File: config.mk
export PLATFORM = sky130hd
export DESIGN_NAME = aes_dec_cntx
export DESIGN_NICKNAME = d
export VERILOG_FILES = /design/src/rtl/aes_dec_pkg.sv /design/src/rtl/aes_dec_enb_dec.sv /design/src/rtl/aes_dec_cntx.sv
export SDC_FILE = /design/constraint.sdc
export NUM_CORES = 1
export LEC_CHECK = 0
export BUFFER_PORTS_ARGS = -buffer_cell sky130_fd_sc_hd__buf_2
export CORE_MARGIN = 2
export CORE_UTILIZATION = 25
export DETAILED_ROUTE_END_ITERATION = 16
export HOLD_SLACK_MARGIN = 0.05
export RECOVER_POWER = 50
export SLEW_MARGIN = 10
export SYNTH_ARGS = -nofsm -noshare
export SYNTH_HDL_FRONTEND = slang
export SYNTH_SLANG_ARGS = --single-unit
File: constraint.sdc
create_clock -name clk -period 3.1 [get_ports clk]
set_input_delay 0.155 -clock clk [delete_from_list [all_inputs] [get_ports clk]]
set_output_delay 0.155 -clock clk [all_outputs]
set_load 0.02 [all_outputs]
File: src/rtl/aes_dec_pkg.sv
// Shared types and constants for the AES-128 decryption round controller.
// Step masks are ordered {KE, ISR, ISB, AR, IMC}.
package aes_dec_pkg;

  localparam logic [3:0] NR = 4'd10;

  typedef enum logic [1:0] {
    StIdle,
    StKeyExp,
    StRound,
    StDone
  } state_t;

  localparam logic [4:0] MaskNone   = 5'b00000;
  localparam logic [4:0] MaskKeyExp = 5'b10000;
  localparam logic [4:0] MaskFirst  = 5'b00010;
  localparam logic [4:0] MaskMid    = 5'b01111;
  localparam logic [4:0] MaskLast   = 5'b01110;

  // Rounds finished so far: rnd=10 -> none, rnd=0 -> all but the final one.
  function automatic logic [9:0] round_therm(input logic [3:0] rnd);
    return 10'h3FF >> rnd;
  endfunction

endpackage

File: src/rtl/aes_dec_enb_dec.sv
// Step-enable decode from registered FSM state and round number.
module aes_dec_enb_dec
  import aes_dec_pkg::*;
(
  input  state_t     state_i,
  input  logic [3:0] rnd_no_i,
  output logic       enb_ke_o,
  output logic       enb_isr_o,
  output logic       enb_isb_o,
  output logic       enb_ar_o,
  output logic       enb_imc_o
);

  logic [4:0] mask;

  always_comb begin
    mask = MaskNone;
    unique case (state_i)
      StKeyExp: mask = MaskKeyExp;
      StRound: begin
        if (rnd_no_i == NR) begin
          mask = MaskFirst;
        end else if (rnd_no_i == 4'd0) begin
          mask = MaskLast;
        end else begin
          mask = MaskMid;
        end
      end
      default: mask = MaskNone;
    endcase
  end

  assign {enb_ke_o, enb_isr_o, enb_isb_o, enb_ar_o, enb_imc_o} = mask;

endmodule

File: src/rtl/aes_dec_cntx.sv
// AES-128 decryption controller: key expansion, 11 round steps, done pulse.
// Optional AES_DEC_KEYCACHE_EN skips key expansion when the cached key is still valid.
module aes_dec_cntx
  import aes_dec_pkg::*;
(
  input  logic       clk,
  input  logic       rstn,
  input  logic       start,
  input  logic       keyNew,
  output logic       accept,
  output logic [3:0] rndNo,
  output logic [3:0] keyIdx,
  output logic       enbKE,
  output logic       enbISR,
  output logic       enbISB,
  output logic       enbAR,
  output logic       enbIMC,
  output logic       busy,
  output logic       done,
  output logic [9:0] completed_round
);

  state_t     state_q;
  logic [3:0] rnd_no_q;
  logic [3:0] key_idx_q;
  logic       done_q;
  logic       cache_hit;

`ifdef AES_DEC_KEYCACHE_EN
  logic key_valid_q;

  always_ff @(posedge clk or negedge rstn) begin
    if (!rstn) begin
      key_valid_q <= 1'b0;
    end else if (state_q == StKeyExp && key_idx_q == NR) begin
      key_valid_q <= 1'b1;
    end
  end

  assign cache_hit = !keyNew && key_valid_q;
`else
  logic unused_keynew;
  assign unused_keynew = keyNew;
  assign cache_hit     = 1'b0;
`endif

  always_ff @(posedge clk or negedge rstn) begin
    if (!rstn) begin
      state_q   <= StIdle;
      rnd_no_q  <= 4'd0;
      key_idx_q <= 4'd0;
      done_q    <= 1'b0;
    end else begin
      done_q <= 1'b0;
      unique case (state_q)
        StIdle: begin
          if (start) begin
            if (cache_hit) begin
              state_q   <= StRound;
              rnd_no_q  <= NR;
              key_idx_q <= NR;
            end else begin
              state_q   <= StKeyExp;
              key_idx_q <= 4'd1;
            end
          end
        end
        StKeyExp: begin
          if (key_idx_q == NR) begin
            state_q   <= StRound;
            rnd_no_q  <= NR;
            key_idx_q <= NR;
          end else begin
            key_idx_q <= key_idx_q + 4'd1;
          end
        end
        StRound: begin
          if (rnd_no_q == 4'd0) begin
            state_q   <= StDone;
            key_idx_q <= 4'd0;
            done_q    <= 1'b1;
          end else begin
            // Round key index tracks the round being decrypted.
            rnd_no_q  <= rnd_no_q - 4'd1;
            key_idx_q <= rnd_no_q - 4'd1;
          end
        end
        StDone: begin
          state_q   <= StIdle;
          rnd_no_q  <= 4'd0;
          key_idx_q <= 4'd0;
        end
        default: begin
          state_q   <= StIdle;
          rnd_no_q  <= 4'd0;
          key_idx_q <= 4'd0;
        end
      endcase
    end
  end

  aes_dec_enb_dec u_enb_dec (
    .state_i   (state_q),
    .rnd_no_i  (rnd_no_q),
    .enb_ke_o  (enbKE),
    .enb_isr_o (enbISR),
    .enb_isb_o (enbISB),
    .enb_ar_o  (enbAR),
    .enb_imc_o (enbIMC)
  );

  always_comb begin
    completed_round = 10'h000;
    unique case (state_q)
      StRound: completed_round = round_therm(rnd_no_q);
      StDone:  completed_round = 10'h3FF;
      default: completed_round = 10'h000;
    endcase
  end

  assign accept = (state_q == StIdle);
  assign busy   = (state_q != StIdle);
  assign done   = done_q;
  assign rndNo  = rnd_no_q;
  assign keyIdx = key_idx_q;

endmodule

-- After elaboration in Yosys (flattened, before gate mapping)
Index checks and enable logic that the tools add are counted.
- memories: 0
- bits in latches: 0
- memory bits (writable): 0
- output and inout port bits: 26
- flip-flop bits (word level): 11
- bits in read-only memories: 0
- bitwise gates (word level): 1
- $lt $le $gt $ge: 0
- equality and inequality tests: 9
- reduce and logical (&&, ||, !) cells: 5
- multiply operators: 0
- div/mod/pow operators: 0
- multiplexer cells: 17
- add/sub/neg operators: 2
- shift operators: 1
- operator list (kind ; number):
    2-to-1 mux 4 bit ; 5
    case mux 10 bit (2 select lines) ; 1
    case mux 4 bit (4 select lines) ; 1
    case mux 4 bit (3 select lines) ; 1
    case mux 5 bit (2 select lines) ; 1
    >> shifter 10 x 4 -> 10 bit (first input constant) ; 1
    equality test 4 bit (second input constant) ; 2
    != test 2 bit (second input constant) ; 4
    case mux 2 bit (4 select lines) ; 1
    2-to-1 mux 2 bit ; 3
    AND reduction 3 bit ; 2
    2-to-1 mux 5 bit ; 1
    adder 4 x 1 -> 4 bit (second input constant) ; 1
    equality test 2 bit (second input constant) ; 2
    logical NOT 4 bit ; 1
    subtractor 4 x 1 -> 4 bit (second input constant) ; 1
    2-to-1 mux 1 bit ; 3
    equality test 2 x 1 -> 1 bit (second input constant) ; 1
    logical NOT 2 bit ; 1
    nonzero test 2 bit ; 1
    NOT 1 bit ; 1

-- Longest topological paths before layout
- depth in word-level cells: 4
- depth in mapped cells: 6
- mapped depth without buffers: 6

-- Hierarchy
A second synthesis with hierarchy kept.
- cell total of the unflattened synthesis: 100
- area, all modules: 880.8 um^2
- modules (own cells, without submodules) (module ; area an instance (um^2) ; seq. area each (um^2) ; times used ; cells each):
    aes_dec_cntx ; 798.3 ; 275.3 ; 1 ; 89
    aes_dec_enb_dec ; 82.6 ; 0.0 ; 1 ; 11

-- Worst setup path after synthesis
OpenSTA, ideal clock, no wires.
- path kind: register to output
- from: register state_q[0]
- to: output port enbIMC
- stages on the path, launching flop included: 7
- slack: 1.020 ns
- buffers on the path: 1
- arrival: 1.925 ns
- path through: dfrtp_1 inv_1 ha_1 clkbuf_1 nand2_1 a31oi_1 and2_2
- word-level cells in the longest chain between the ends: 2
- elaborated cells on any way between the ends: 3
- classes of those cells: eq/ne (2); mux (1)
- RTL lines (what ; line ; RTL):
    start, declared ; aes_dec_cntx.sv:23 ; state_t state_q;
    start signal, assigned ; aes_dec_cntx.sv:49 ; state_q <= StIdle;
    start signal, assigned ; aes_dec_cntx.sv:59 ; state_q <= StRound;
    start signal, assigned ; aes_dec_cntx.sv:63 ; state_q <= StKeyExp;
    equality test 2 bit / equality test 2 x 1 -> 1 bit (equally long branches) ; aes_dec_enb_dec.sv:18 ; unique case (state_i)
    case mux 5 bit (2 select lines) * ; aes_dec_enb_dec.sv:18 ;
    end, declared ; aes_dec_cntx.sv:17 ; output logic enbIMC,
Every way passes the cells marked *; elsewhere a longest branch is shown, timed or not.

-- Worst setup path in the final report
- from: register state_q[0]
- to: output port completed_round[8]
- word-level cells in the longest chain between the ends: 2
- elaborated cells on any way between the ends: 3
- classes of those cells: eq/ne (2); mux (1)
- RTL lines (what ; line ; RTL):
    equality test 2 bit ; aes_dec_cntx.sv:114 ; unique case (state_q)
    case mux 10 bit (2 select lines) * ; aes_dec_cntx.sv:114 ;
    end, declared ; aes_dec_cntx.sv:20 ; output logic [9:0] completed_round
Marked as above.

==> summary.txt <==
Critical path
  – CP Capture Type: output pin
  – Startpoint Class: flop
  – Crit path DAT: 2.23 ns
  – CP max FO: 15
  – Kind of critical path: reg -> out
  – Worst EP required: 2.94 ns

Worst hold path
  – Hold Crit Class: in -> reg

Placement
  – PortBufs: 28
  – Gpl congestion: 0.744
  – HPWL after detailed placement: 1.69 mm

Clock network
  – Clock sinks: 11
  – CTS clk-pin slew, worst paths: 0.07 ns
  – Clock root cell: clkbuf_4
  – CTS Buffer Depth: 2
  – H-tree Lvls: 1
  – Postcts setup bufs: 0
  – Num CTS Buffers: 3
  – CTS tree: done
  – Clk_lat worst skew: 0.27 ns

STA
  – Slew margin rel.: 0.567
  – TNS Setup: 0 ns
  – Slew @ Worst Pin: 0.650 ns
  – RSZ-0062 raised after global routing: false
  – Post-layout minimum cycle time: 2.39 ns
  – Max Slew Vio Count: 0
  – Max Freq: 419 MHz
  – Final period util: 0.770
  – Final hold violation count: 0
  – Post-Route Skew: 0.000237 ns
  – # setup viols final: 0

Floorplanning
  – Die X-Extent: 64.2 µm
  – Die H: 64.2 µm
  – Core footprint: 3420 µm²
  – Full die area: 4130 µm²
  – Initial Utilization: 0.266
  – Std cell rows: 21
  – I/O pins: 30

Global route
  – Vias in the first global route: 757
  – First-pass GRT wire length: 3.62 mm
  – Gr ovfl total: 0
  – Largest net degree at the start of global routing: 16
  – Initial antenna violation count: 0
  – Gr usage total: 0.113

Synthesis
  – Sequential-to-total area share from yosys stat: 0.303
  – Cell area after synthesis: 907 µm²
  – Area leader, netlist: dfrtp_1
  – Yosys reg bits: 11
  – Netlist cell types: 38
  – Synth Area in Simple Gates: 0.177
  – Synth warnings: 0
  – Post-synth EDFFs: 0
  – Avg Cell Area, Syn: 8.98 µm²
  – Largest family of logic cells by synthesized area: compound AO/OA/AOI/OAI gates
  – Syn Nets: 116
  – Mux contribution to synthesized area: 0.0621
  – Dominant cells by area after synthesis: dfrtp_1, ha_1, a21o_1
  – Async set-or-reset flop fraction in the synthesized netlist: 1.00
  – Synth top area share: 0.303
  – Synth Instances: 101
  – Adder-cell share of the synthesized area: 0.152
  – Post-Synth XOR/XNOR Area: 0
  – Compound-Gate Fraction of Synth Area: 0.211
  – Ys flop type: dfrtp_1

Drt
  – DRC viols: 0
  – Total wire length: 2.26 mm
  – DRT Pass-1 Iters: 4
  – Initial drt markers: 29
  – DR vias/cell: 4.85
  – Wirelength per Cell: 13.1 µm
  – DRT antenna net count: 0
  – Via count: 839

Layout
  – Most frequent cells in the layout: buf_2, inv_1, clkbuf_1
  – Layout cells sized above 1: 0.205
  – Ant. Diodes: 0
  – Commonest non-fill, non-tap cell in the layout: buf_2
  – Fillers: 388
  – Fin nets: 143
  – Syn-to-layout area delta: 19.7%
  – Area of the multi-input gates: 543 µm²
  – Register Area: 275 µm²

Outcome
  – Run status: completed

Flow run
  – MaxCap Viol Count: 0
-- layer usage --
metal | vias up | wire length [µm] | GRT usage | share of wire
met4 | 0 | 40 | 0.0638 | 0.018
met3 | 4 | 145 | 0.0264 | 0.064
met1 | 398 | 1090 | 0.153 | 0.48
li1 | 404 | - | - | -
met2 | 33 | 991 | 0.165 | 0.44
met5 | - | 0 | 0 | 0
-- state kept, by name, summed over array words and instances, names as in the netlist --
register  flops
done          1
keyIdx        4
state_q       2
rndNo         4
-- critical path, cell delays in order (launching register included) --
cell and delay (ns):
dfrtp_1 0.41, inv_1 0.11, ha_1 0.49, nor2b_1 0.56, a31o_2 0.23, buf_2 0.16
-- kinds of logic after synthesis --
family,after synthesis
buffers and inverters,20
AND/OR/NAND/NOR,26
adder cells (fa/ha/maj),11
AO/OA/AOI/OAI,28
multiplexers,5
flip-flops,11
-- stage by stage --
stage               area, µm²  hold WS [ns]  setup WS [ns]  instances  utilization
detailed placement       1070        0.0447           1.03        168        0.312
finish                   1090         0.144          0.712        173        0.318
CTS                      1100         0.141          0.714        173        0.323
floorplan                 907        -0.141           1.02        101            -
global placement         1070        0.0396           1.06        168        0.312
global route             1090         0.153          0.533        173        0.318
-- synth_stat cells (all sizes together) (2+ instances only) --
master	number
buf	2
nand3	2
nand2	5
a211oi	2
nor2	3
a21o	8
mux2	2
o21ai	4
ha	11
inv	13
a31oi	2
a21oi	5
nor2b	2
clkbuf	5
nand3b	2
mux2i	3
dfrtp	11
-- final timing paths --
kind | startpoint | slack, ns | cells after the start | endpoint
max reg2reg | rndNo[1] | 0.96 | 5 | state_q[1]
min in group asynchronous | rstn | 0.42 | 2 | keyIdx[2]
max in group asynchronous | rstn | 2.27 | 2 | state_q[1]
min | start | 0.14 | 3 | keyIdx[0]
max | state_q[0] | 0.71 | 5 | completed_round[8]
min reg2reg | state_q[1] | 0.59 | 1 | state_q[1]
-- what timing repair did --
action,4_1_cts,5_1_grt
hold buffers,1,0
gates resized for setup,0,0
hold endpoints to repair,11,0
-- cell type report --
type | count | area share
timing repair buffer | 29 | 0.124
multi-input combinational | 70 | 0.500
inverter | 13 | 0.0449
clock buffer | 4 | 0.0242
sequential | 11 | 0.253
tap | 46 | 0.0530
Power is left out: the tool's default activity adds up to more than one toggle a clock period on the data nets, which glitch-free logic cannot reach.
